[config.mk]
export PLATFORM = sky130hd
export DESIGN_NAME = mem_wb_stage
export DESIGN_NICKNAME = d
export VERILOG_FILES = /design/src/rtl/mem_wb_stage.sv
export SDC_FILE = /design/constraint.sdc
export NUM_CORES = 1
export LEC_CHECK = 0
export CORE_AREA = 10 10 182 184
export CTS_CLUSTER_DIAMETER = 100
export CTS_CLUSTER_SIZE = 16
export DETAILED_ROUTE_END_ITERATION = 8
export DIE_AREA = 0 0 192 194
export GPL_TIMING_DRIVEN = 0
export MAX_ROUTING_LAYER = met4
export SYNTH_ARGS = -nofsm -noshare
export SYNTH_HDL_FRONTEND = slang
export SYNTH_SLANG_ARGS = --single-unit
[constraint.sdc]
create_clock -name clk -period 2.85 [get_ports clk]
set_clock_uncertainty 0.05 [all_clocks]
set_input_delay 0.57 -clock clk [delete_from_list [all_inputs] [get_ports clk]]
set_output_delay 0.57 -clock clk [all_outputs]
set_load 0.02 [all_outputs]
[src/rtl/mem_wb_stage.sv]
// MEM/WB pipeline stage: issues load/store requests, waits out a slow memory,
// aligns and extends load data, and registers the writeback slot with forwarding.
module mem_wb_stage #(
    parameter int DATA_W = 64,
    parameter int REG_AW = 5
) (
    input  logic              clk,
    input  logic              reset,
    input  logic              in_valid,
    input  logic              in_mem_write,
    input  logic              in_mem_read,
    input  logic              in_mem_to_reg,
    input  logic              in_reg_write,
    input  logic [1:0]        in_size,
    input  logic              in_signed,
    input  logic [DATA_W-1:0] in_exec,
    input  logic [DATA_W-1:0] in_store_data,
    input  logic [REG_AW-1:0] in_write_reg,
    input  logic              flush,
    output logic              stall_out,
    output logic              mem_req,
    output logic              mem_we,
    output logic [DATA_W-1:0] mem_addr,
    output logic [DATA_W-1:0] mem_wdata,
    output logic [1:0]        mem_size,
    input  logic              mem_ready,
    input  logic [DATA_W-1:0] mem_rdata,
    output logic              wb_valid,
    output logic              wb_reg_write,
    output logic              wb_fault,
    output logic [REG_AW-1:0] wb_write_reg,
    output logic [DATA_W-1:0] wb_data,
    output logic              fwd_valid,
    output logic              fwd_reg_write,
    output logic [REG_AW-1:0] fwd_write_reg,
    output logic [DATA_W-1:0] fwd_data
);

    typedef enum logic {
        IDLE = 1'b0,
        WAIT = 1'b1
    } state_t;

    state_t state_reg;
    state_t state_next;

    logic              access;
    logic              misaligned;
    logic [DATA_W-1:0] load_data;
    logic [DATA_W-1:0] ext_by_size [4];

    logic              cap_valid;
    logic              cap_reg_write;
    logic              cap_fault;
    logic [REG_AW-1:0] cap_write_reg;
    logic [DATA_W-1:0] cap_data;

    assign access = in_valid && !flush && (in_mem_read || in_mem_write);

    // Double-word accesses on a 32-bit datapath cannot be served, so they fault.
    always_comb begin
        misaligned = 1'b0;
        case (in_size)
            2'b00:   misaligned = 1'b0;
            2'b01:   misaligned = in_exec[0];
            2'b10:   misaligned = |in_exec[1:0];
            default: misaligned = (DATA_W < 64) || (|in_exec[2:0]);
        endcase
    end

    // Once in WAIT the access is committed: flush no longer affects it.
    assign mem_req   = !reset && ((state_reg == WAIT) || (access && !misaligned));
    assign stall_out = mem_req && !mem_ready;
    assign mem_we    = mem_req && in_mem_write;
    assign mem_addr  = in_exec;
    assign mem_wdata = in_store_data;
    assign mem_size  = in_size;

    generate
        for (genvar gi = 0; gi < 4; gi++) begin : g_ext
            localparam int W = 8 << gi;
            if (W < DATA_W) begin : g_narrow
                assign ext_by_size[gi] = {{(DATA_W - W){in_signed && mem_rdata[W-1]}},
                                          mem_rdata[W-1:0]};
            end else begin : g_full
                assign ext_by_size[gi] = mem_rdata;
            end
        end
    endgenerate

    assign load_data = ext_by_size[in_size];

    always_comb begin
        state_next = IDLE;
        if (mem_req && !mem_ready) begin
            state_next = WAIT;
        end
    end

    // Value WB will take at the next edge; doubles as the forwarding source.
    always_comb begin
        cap_valid     = 1'b0;
        cap_reg_write = 1'b0;
        cap_fault     = 1'b0;
        cap_write_reg = '0;
        cap_data      = '0;
        if (reset) begin
            cap_valid = 1'b0;
        end else if (mem_req) begin
            if (mem_ready) begin
                cap_valid     = 1'b1;
                cap_reg_write = in_reg_write;
                cap_write_reg = in_write_reg;
                cap_data      = (in_mem_read && in_mem_to_reg) ? load_data : in_exec;
            end
        end else if (in_valid && !flush) begin
            cap_valid     = 1'b1;
            cap_write_reg = in_write_reg;
            cap_data      = in_exec;
            if (access && misaligned) begin
                cap_fault = 1'b1;
            end else begin
                cap_reg_write = in_reg_write;
            end
        end
    end

    always_ff @(posedge clk) begin
        if (reset) begin
            state_reg    <= IDLE;
            wb_valid     <= 1'b0;
            wb_reg_write <= 1'b0;
            wb_fault     <= 1'b0;
            wb_write_reg <= '0;
            wb_data      <= '0;
        end else begin
            state_reg    <= state_next;
            wb_valid     <= cap_valid;
            wb_reg_write <= cap_reg_write;
            wb_fault     <= cap_fault;
            wb_write_reg <= cap_write_reg;
            wb_data      <= cap_data;
        end
    end

    assign fwd_valid     = cap_valid;
    assign fwd_reg_write = cap_reg_write;
    assign fwd_write_reg = cap_write_reg;
    assign fwd_data      = cap_data;

endmodule

; Word level (Yosys, flattened, before mapping)
; Cells that the tools add are included.
[word_totals]
out_inout_bits = 276
reg_bits = 73
word_cells = 56
[op_classes]
eq_ne = 2
n_mux = 24
n_reduce_logical = 21
bitwise_logic = 2
order_cmp = 1
[op_table]
columns = operator, count
row1 = $mux W64, 7
row2 = $bmux W64 S2, 1
row3 = $mux W5, 4
row4 = $logic_and A1 B1 Y1, 11
row5 = $mux W1, 11
row6 = $reduce_or A3 Y1, 2
row7 = $logic_not A1 Y1, 4
row8 = $ge A3 B3 Y1 const B, 1
row9 = $not A2 Y3, 1
row10 = $pmux W1 S3, 1
row11 = $eq A2 B1 Y1 const B, 1
row12 = $eq A2 B2 Y1 const B, 1
row13 = $logic_not A2 Y1, 1
row14 = $logic_or A1 B1 Y1, 2
row15 = $reduce_or A2 Y1, 1
row16 = $not A1 Y1, 1

; Depth between registers and ports, before layout
; Gate-level depths: netlist of the first run.
[logic_depth]
word_depth = 8
mapped_depth = 9
depth_no_buf = 5

; Worst setup path after synthesis of the first run
; No wires, ideal clock.
[synth_path]
path_type = input to output
startpoint = input in_size[0]
endpoint = output fwd_data[32]
path_slack_ps = -160
arrival_ps = 2390
cell_stages = 9
t_required_ps = 2230
cell_sequence = buf_6 -> a211oi_2 -> or2_1 -> buf_4 -> a21oi_2 -> or4_1 -> buf_6 -> buf_6 -> o2bb2ai_1
[synth_between]
elab_chain_len = 8
elab_cells_between_ends = 16
[synth_lines]
columns = element, line
row1 = from (decl), 14  ; input logic [1:0] in_size,
row2 = $not A2 Y3 (not written as such) (tied with other cells), 91  ; assign load_data = ext_by_size[in_size];
row3 = $bmux W64 S2 or $pmux W1 S3 (tied branches), "91, 63"
row4 = $mux W64 (not written as such) or $logic_not A1 Y1 (tied branches), "91, 72"
row5 = $mux W64 (not written as such) or $logic_and A1 B1 Y1 (tied branches), "91, 72"
row6 = $mux W64 or $logic_or A1 B1 Y1 (tied branches), "114, 72"
row7 = $mux W64 or $logic_and A1 B1 Y1 (tied branches), "110, 72"
row8 = $mux W64 (*), 109  ; end else if (mem_req) begin
row9 = $mux W64 (*), 107  ; if (reset) begin
row10 = to (decl), 36  ; output logic [DATA_W-1:0] fwd_data
; Every way passes the cells marked *; elsewhere a longest branch is shown, timed or not. The select of a mux whose other input is x is not followed.

; Worst setup path after layout of the first run
[layout_path]
startpoint = input in_exec[2]
endpoint = output fwd_data[58]
[layout_between]
elab_chain_len = 8
[layout_lines]
columns = element, line
row1 = from (decl), 16  ; input logic [DATA_W-1:0] in_exec,
row2 = $reduce_or A3 Y1, 67  ; default: misaligned = (DATA_W < 64) || (|in_exec[2:0]);
row3 = $pmux W1 S3, 63  ; case (in_size)
row4 = $logic_not A1 Y1, 72  ; assign mem_req = !reset && ((state_reg == WAIT) || (access && !misaligned));
row5 = $logic_and A1 B1 Y1, 72
row6 = $logic_or A1 B1 Y1, 72
row7 = $logic_and A1 B1 Y1, 72
row8 = $mux W64, 109
row9 = $mux W64, 107
; Every way passes these cells.

==> results of run 1 <==
==> stage by stage <==
| step | std cells | hold WS, ns | setup slack, ns | utilization, % |
|---|---|---|---|---|
| 3_5_place_dp | 1404 | 0.6470 | -1.710 | 33.91 |
| 2_1_floorplan | 596 | 0.5790 | 0.002663 | - |
| 4_1_cts | 1448 | 0.4552 | -0.1639 | 37.36 |
| 6_report | 1477 | 0.4724 | -0.1403 | 39.15 |
| 5_1_grt | 1477 | 0.4825 | -0.2325 | 39.15 |
| 3_3_place_gp | 1404 | 0.6306 | -1.712 | 33.91 |
==> placed cells by master (no fill, tap or decap), drive strengths merged, types with 2 or more instances in the layout <==
master / count
a21oi: 92
nor2b: 2
clkdlybuf4s15: 7
nand3: 25
and2: 11
inv: 4
o21ai: 10
a41o: 2
dfxtp: 73
nor2: 35
clkbuf: 39
nand2: 60
clkdlybuf4s50: 331
bufinv: 3
and3: 5
a31oi: 18
dlygate4sd2: 9
or2: 3
nor3: 2
diode: 3
buf: 271
o2bb2ai: 64
or3: 8
==> what timing repair did <==
| action | in CTS | in global routing |
|---|---|---|
| pin swaps | 11 | 24 |
| setup buffers | 26 | 26 |
| hold endpoints to repair | 0 | 0 |
| gates resized for setup | 455 | 139 |
| setup endpoints to repair | 100 | 70 |
| cloned | 6 | 5 |
==> cell type report <==
class,count,area (sq um),area share [%]
diodes,3,7.507,0.06522
clock buffers,10,229.0,1.989
repair buffers,478,4813,41.82
flip-flops and latches,73,1461,12.70
inverters,3,11.26,0.09783
clock inverters,6,115.1,1.000
well taps,390,488.0,4.239
multi-input cells,345,2959,25.71
plain buffers,169,1426,12.39
==> critical path: cells and delay by family <==
| family | cells | cell delay (ns) |
|---|---|---|
| simple gates | 2 | 0.66 |
| buf+inv | 5 | 0.69 |
| compound gates | 3 | 0.44 |
==> report_power, final <==
group	total, mW	switching (mW)	internal [mW]
Combinational	1.50	0.718	0.783
Sequential	1.07	0.0110	1.06
Clock	1.37	0.510	0.862
Total	3.94	1.24	2.70
==> metal layers <==
metal  share of wire (%)  vias to the layer above
li1                    -                     2936
met1                  39                     3043
met2                  52                      347
met3                 8.0                       24
met4                 1.6                        0
met5                   0                        -
==> kinds of logic (layout without fill, tap and decap cells) <==
family	count (synthesis)	count (layout)	synth area share (%)
buffers and inverters	178	666	26.50
AND/OR/NAND/NOR	153	153	14.80
AO/OA/AOI/OAI	191	191	26.98
other	0	3	0
multiplexers	1	1	0.2426
flip-flops	73	73	31.48
==> final timing paths <==
check                 end  slack [ns]
max reg2reg   wb_data[57]        0.98
min reg2reg      wb_fault        0.72
min            wb_data[2]        0.47
max          fwd_data[58]       -0.14
==> out/metrics.csv, run 1 <==
metric,value,unit
CORE AREA,29400,sq um
"Cell Area, Synth",4642,sq um
Avg Inst Size Synth,7.789,sq um
Unique masters post-synth,32,
initial core utilization,15.79,%
FP Rows,63,
fill count,2924,
prevailing post-synth register cell,dfxtp_1,
Die W,192,um
Synth top area share,31.48,%
kind of critical path,primary input to output port,
DP Wirelength,25430,um
hold buffers post-CTS,0,
fin crit period,2.990,ns
status,finished with violations,
Hold Fails Final Rpt,0,
initial drt markers,196,
Synthesized Nets,805,
cts bufs inserted,9,
Synth Instances,596,
Post-DP Area,9971,sq um
worst hold-check path type,primary input to flop,
Area contributors post-synth,"dfxtp_1 (31%), buf_4 (21%), o2bb2ai_1 (12%), a21oi_1 (9.8%), nand2_1 (4.9%)",
Finished Cell Area,11510,sq um
yosys warns,0,
top-count cell post-synth,buf_4,
endpoint type of the worst setup path,output port,
final setup vio count,25,
Max-Cap Viols,0,
#FFs+latches synth,73,
Power Total,3.942,mW
met3 Resource Use GR,4.371,%
violated checks,setup timing,
Overflow after GRT,0,
DR DRC count,0,
crit path DAT,2.37,ns
Post-synth top cells,"buf_4 (131), a21oi_1 (91), dfxtp_1 (73)",
drt first pass iters,5,
Pins Over Slew Limit,0,
met2 Resource Use GR,28.39,%
first-pass GRT wire length,43880,um
Post-synth EDFFs,0,
TNS Setup,-2.568,ns
Die Y-Extent,194,um
WL per Instance,21.58,um
worst reg2reg path depth,6,
grt peak-use layer,met2,
hold path depth,3,
LEAKAGE,4.634,nW
Layout Nets,1288,
slowest CP cell,or4_4,
maximum root-to-sink buffer count,2,
Hold Startpoint,in_exec[2],
Worst Max-Slew Pin Slew,0.7327,ns
total wire length,31870,um
ys async rst share,0,%
Max VDD drop,288.5,uV
pwr/cell area,342.5,nW/um^2
total track usage,16.00,%
"Reg clk slew, reported paths",0.07,ns
largest area contributor in the netlist,dfxtp_1,
Critical Path Start,in_exec[2],
Worst Path Required,2.23,ns
RSZ-0062 raised after global routing,yes,
crit-path max FO,7,
largest net degree at the start of global routing,14,
die area,37250,sq um
initial antenna violation count,4,
Vias/cell,4.299,
Largest register FFs,64,
vias in the first global route,6635,
CTS HTree Levels,3,
GR met1 Demand/Resource,17.29,%
period utilization,104.9,%
I/O Buffers,418,
CTS tree,built,
nature of the critical path startpoint,primary input,
share of layout cells above drive strength 1,38.28,%
via count,6350,
# IOs,485,
area grow syn2layout,148.0,%
GP Congestion,0.8464,
worst-skew pair later-pin latency,0.33,ns
Max-slew headroom,51.15,%
Fmax achieved,334.4,MHz
Reg-to-Reg Start,state_reg,
Crit path largest cell delay,0.52,ns
Root Buffer,clkbuf_16,
setup slack after layout,-0.1403,ns
ANT nets after route,0,
clock sinks,73,
critical path's most frequent cell,buf_6,
"Seq/Total Area, Yosys",31.48,%
CP Cell Sequence,buf_8 -> a211oi_4 -> or2_1 -> buf_6 -> a21oi_4 -> or4_4 -> buf_6 -> buf_12 -> o2bb2ai_4 -> buf_6,
Note: power is estimated with default switching activity, not from simulation.
==> run 2: changes to the inputs <==
CORE_AREA = 10 10 183 185   (was 10 10 182 184)
DIE_AREA = 0 0 193 195   (was 0 0 192 194)
DONT_BUFFER_PORTS = 1   (was default)
PLACE_DENSITY_LB_ADDON = 0.3   (was default)
==> run 2 against run 1 <==
  * The flow still finishes with violations (setup timing)
  * Global-route usage decreased by 2.1 points
  * Design area down 42%
  * Core utilization is 17 points lower
  * Combinational power down 48%
  * Via count is 29% lower
  * Routed wire length is 13% lower
  * Critical path depth decreased by 1
  * Count of clock-buffer cells in the layout unchanged
  * Flip-flop and latch count did not move
  * Critical path type unchanged
==> out/metrics.csv, run 2 (synthesized netlist as in run 1, its figures left out) <==
metric,value,unit,change
status,finished with violations,,
violated checks,setup timing,,
via count,4487,,-29%
crit path DAT,2.25,ns,-0.12 ns
"Reg clk slew, reported paths",0.07,ns,about the same
Crit path largest cell delay,0.45,ns,-0.07 ns
Worst Hold Slack,0.2848,ns,-0.1876 ns
hold buffers post-CTS,0,,unchanged
Layout Nets,830,,-36%
Finished Cell Area,6708,sq um,-42%
CTS HTree Levels,3,,unchanged
Hold Fails Final Rpt,0,,unchanged
Post-DP Area,5794,sq um,-42%
largest net degree at the start of global routing,14,,unchanged
worst-skew pair later-pin latency,0.35,ns,+0.02 ns
cts bufs inserted,9,,unchanged
first-pass GRT wire length,37000,um,-16%
crit-path max FO,10,,+3
initial antenna violation count,0,,-4
"commonest cells after routing, fill and taps aside","buf_4 (145), dfxtp_1 (73), a21oi_1 (72)",,
GP Congestion,0.8501,,+0.44%
critical path's most frequent cell,buf_12,,
Die Y-Extent,195,um,+0.52%
maximum root-to-sink buffer count,2,,unchanged
Overflow after GRT,0,,unchanged
period utilization,100.7,%,-4.2 points
vias in the first global route,4876,,-27%
Fmax achieved,348.4,MHz,+4.2%
setup slack after layout,-0.02062,ns,+0.1197 ns
Max VDD drop,260.1,uV,-9.8%
Worst Path Required,2.23,ns,about the same
kind of critical path,primary input to output port,,
RSZ-0062 raised after global routing,yes,,
WL per Instance,27.20,um,+26%
share of layout cells above drive strength 1,44.41,%,+6.1 points
Max-Cap Viols,0,,unchanged
ANT nets after route,0,,unchanged
LEAKAGE,2.555,nW,-45%
DP Wirelength,23230,um,-8.6%
Pins Over Slew Limit,0,,unchanged
Max-slew headroom,55.46,%,+4.3 points
Die W,193,um,+0.52%
Largest register FFs,64,,unchanged
initial drt markers,250,,+28%
Worst Max-Slew Pin Slew,0.6681,ns,-0.06465 ns
fin crit period,2.871,ns,-0.1197 ns
Root Buffer,clkbuf_16,,
slowest CP cell,or4_4,,
DR DRC count,0,,unchanged
worst hold-check path type,primary input to flop,,
drt first pass iters,6,,+1
# IOs,485,,unchanged
pwr/cell area,480.9,nW/um^2,+40%
# diodes,0,,-3
nature of the critical path startpoint,primary input,,
"commonest non-fill, non-tap cell in the layout",buf_4,,
final setup vio count,4,,-84%
CTS tree,built,,
clock sinks,73,,unchanged
CORE AREA,30030,sq um,+2.1%
FP Rows,64,,+1.6%
total track usage,13.91,%,-2.1 points
endpoint type of the worst setup path,output port,,
initial core utilization,15.46,%,-0.33 points
I/O Buffers,0,,-100%
die area,37640,sq um,+1.0%
Vias/cell,4.390,,+2.1%
area grow syn2layout,44.50,%,
CP Cell Sequence,buf_12 -> a211oi_4 -> or2_1 -> buf_6 -> a21oi_4 -> or4_4 -> buf_12 -> buf_12 -> o2bb2ai_4,,
total wire length,27800,um,-13%
[run 2: final timing paths]
| path | startpoint | to | slack, ns | cells past startpoint |
|---|---|---|---|---|
| setup / recovery | in_size[0] | fwd_data[53] | -0.02 | 9 |
| hold / removal | in_exec[53] | wb_data[53] | 0.28 | 1 |
| setup reg to reg | state_reg | wb_data[33] | 1.07 | 5 |
| hold reg to reg | state_reg | wb_fault | 0.78 | 2 |
[run 2: layout make-up]
type                            instances  area, sq um
Clock inverter                          6        90.09
Fill cell                            3291        23320
Inverter                                3        11.26
Multi-Input combinational cell        345         2860
Timing Repair Buffer                   16        170.2
Tap cell                              396        495.5
Buffer                                173         1380
Clock buffer                           10        239.0
Sequential cell                        73         1461
[run 2: power breakdown]
group          switching [mW]  internal, mW
clock network           0.514         0.795
logic                   0.496         0.289
registers              0.0727          1.06
total                    1.08          2.14
[run 2: through the flow]
stage / utilization (%) / total power, mW / setup WS, ns / instances / setup TNS, ns
6_report: 22.34 / 3.226 / -0.02062 / 1022 / -0.05143
3_3_place_gp: 19.30 / 1.882 / -0.9069 / 992 / -47.16
5_1_grt: 22.34 / 3.372 / -0.08867 / 1022 / -1.510
4_1_cts: 21.85 / 3.286 / -0.03914 / 1018 / -0.2817
3_5_place_dp: 19.30 / 1.881 / -0.9035 / 992 / -47.23
2_1_floorplan: - / 1.738 / 0.002663 / 596 / 0
[run 2: repair_timing]
action                     4_1_cts  5_1_grt
buffers inserted                11        3
pin swaps                       15       15
cloned                           1        1
setup endpoints to repair       74       65
resized for setup               84       23
[run 2: per-layer routing]
layer,vias to the layer above,track usage [%],wire (um)
met3,18,4.223,2458
met5,-,-,0
met2,300,24.49,14500
li1,2011,-,-
met4,0,3.762,377
met1,2158,14.72,10460
[run 2: worst max-delay path: cells and delay by family]
family	cells	cell delay, ns
buffers and inverters	4	0.58
AND/OR/NAND/NOR	2	0.59
AO/OA/AOI/OAI	3	0.49
==> run 3: changes to the inputs <==
clock period = 2.8 ns   (was 2.85 ns; I/O delays follow)
==> run 3 against run 2 <==
  * The run still ends with setup timing left
  * Via count up 2.2%
  * Final cell count up 1.4%
  * Sequential power about the same
  * Largest power group unchanged
==> out/metrics.csv, run 3 (synthesized netlist as in run 1, its figures left out) <==
metric,value,unit,change
fin crit period,2.852,ns,
vias in the first global route,5007,,+2.7%
crit path DAT,2.24,ns,about the same
pwr/cell area,442.6,nW/um^2,-8.0%
TNS Setup,-1.253,ns,-1.202 ns
maximum root-to-sink buffer count,2,,unchanged
Die W,193,um,unchanged
area grow syn2layout,58.30,%,
FP Rows,64,,unchanged
CTS tree,built,,
met3 Resource Use GR,4.027,%,-0.20 points
total wire length,28780,um,+3.5%
Hold Startpoint,in_exec[51],,
critical path's most frequent cell,buf_12,,
Vias/cell,4.426,,+0.80%
first-pass GRT wire length,37220,um,+0.60%
Hold Fails Final Rpt,0,,unchanged
worst-skew pair later-pin latency,0.35,ns,about the same
Reg-to-Reg Start,state_reg,,
Fmax achieved,350.6,MHz,
Max-slew headroom,30.31,%,-25 points
crit-path max FO,10,,unchanged
total track usage,13.95,%,+0.040 points
r2r setup slk,1.01,ns,-0.06 ns
Root Buffer,clkbuf_16,,
initial antenna violation count,1,,+1
Layout Nets,845,,+1.8%
hold buffers post-CTS,0,,unchanged
"commonest cells after routing, fill and taps aside","buf_4 (143), dfxtp_1 (73), a21oi_1 (61)",,
grt peak-use layer,met2,,
status,finished with violations,,
Max-Cap Viols,0,,unchanged
kind of critical path,primary input to output port,,
initial drt markers,167,,-33%
Pins Over Slew Limit,0,,unchanged
DP Wirelength,22660,um,-2.5%
family with the most delay on the worst path,compound AO/OA/AOI/OAI gates,,
Die Y-Extent,195,um,unchanged
nature of the critical path startpoint,primary input,,
endpoint type of the worst setup path,output port,,
WL per Instance,27.78,um,+2.1%
clock sinks,73,,unchanged
Overflow after GRT,0,,unchanged
DR DRC count,0,,unchanged
CORE AREA,30030,sq um,unchanged
# diodes,0,,unchanged
"Reg clk slew, reported paths",0.06,ns,about the same
Worst Max-Slew Pin Slew,1.045,ns,+0.3772 ns
CP Cell Sequence,nor2b_4 -> o21a_2 -> a21oi_4 -> or4_4 -> buf_12 -> buf_12 -> o2bb2ai_4,,
"commonest non-fill, non-tap cell in the layout",buf_4,,
final setup vio count,45,,+41
initial core utilization,15.46,%,unchanged
Largest register FFs,64,,unchanged
Worst Path Required,2.19,ns,-0.04 ns
die area,37640,sq um,unchanged
Crit path largest cell delay,0.45,ns,about the same
Power Total,3.252,mW,+0.81%
share of layout cells above drive strength 1,52.50,%,+8.1 points
final core occ,24.47,%,+2.1 points
fill count,3211,,-2.4%
period utilization,101.9,%,
CP bufs+invs,2,,-2
met2 Resource Use GR,24.42,%,-0.064 points
slowest CP cell,or4_4,,
# IOs,485,,unchanged
Post-DP Area,5829,sq um,+0.60%
Critical Path Start,in_valid,,
Finished Cell Area,7348,sq um,+9.6%
RSZ-0062 raised after global routing,yes,,
violated checks,setup timing,,
largest net degree at the start of global routing,13,,-1
I/O Buffers,0,,unchanged
CTS HTree Levels,3,,unchanged
via count,4585,,+2.2%
GR met1 Demand/Resource,15.26,%,+0.53 points
drt first pass iters,4,,-2
LEAKAGE,2.725,nW,+6.6%
ANT nets after route,0,,unchanged
cts bufs inserted,9,,unchanged
Max VDD drop,276.2,uV,+6.2%
setup slack after layout,-0.05240,ns,-0.03178 ns
GP Congestion,0.8011,,-5.8%
worst hold-check path type,primary input to flop,,
## run 3: metal layers
metal | wire length, um | vias up
li1 | - | 2054
met2 | 14750 | 335
met4 | 460 | 0
met3 | 2555 | 22
met5 | 0 | -
met1 | 11010 | 2174
## run 3: area by class of cell
type                            count  area (sq um)  area share (%)
Tap cell                          396         495.5           6.743
Clock inverter                      6         60.06          0.8173
Sequential cell                    73          1461           19.89
Multi-Input combinational cell    346          3258           44.34
Inverter                            3         11.26          0.1532
Timing Repair Buffer               31         397.9           5.415
Clock buffer                        9         225.2           3.065
Buffer                            172          1439           19.58
## run 3: through the flow
step	hold WS, ns	setup slack (ns)	instances
finish	0.2746	-0.05240	1036
global placement	0.6286	-0.8424	992
CTS	0.2556	-0.1900	1021
detailed placement	0.6327	-0.8278	992
global route	0.2576	-0.1367	1036
floorplan	0.5790	-0.001961	596
## run 3: power by group
part           internal (mW)  total [mW]  switching, mW
clock network          0.682        1.21          0.526
registers               1.08        1.15         0.0739
logic                  0.345       0.892          0.547
total                   2.11        3.25           1.15
## run 3: what timing repair did
| action | 4_1_cts | 5_1_grt |
|---|---|---|
| hold endpoints to repair | 0 | 0 |
| endpoints found under the setup margin | 74 | 69 |
| buffers inserted | 14 | 10 |
| pin swaps | 28 | 33 |
| cloned | 2 | 6 |
| resized for setup | 113 | 85 |
## run 3: worst reg2reg max path, cell delays in order, from the launching register on
cell and delay [ns]:
dfxtp_1 0.39, and3_1 0.24, a41o_4 0.32, buf_6 0.14
or2_4 0.24, clkbuf_4 0.15, and2_1 0.15
## run 3: path summary, 6_finish.rpt
kind | end | cells after the start
hold / removal | wb_data[51] | 1
hold reg to reg | wb_fault | 2
setup reg to reg | wb_write_reg[2] | 6
setup / recovery | fwd_data[55] | 7
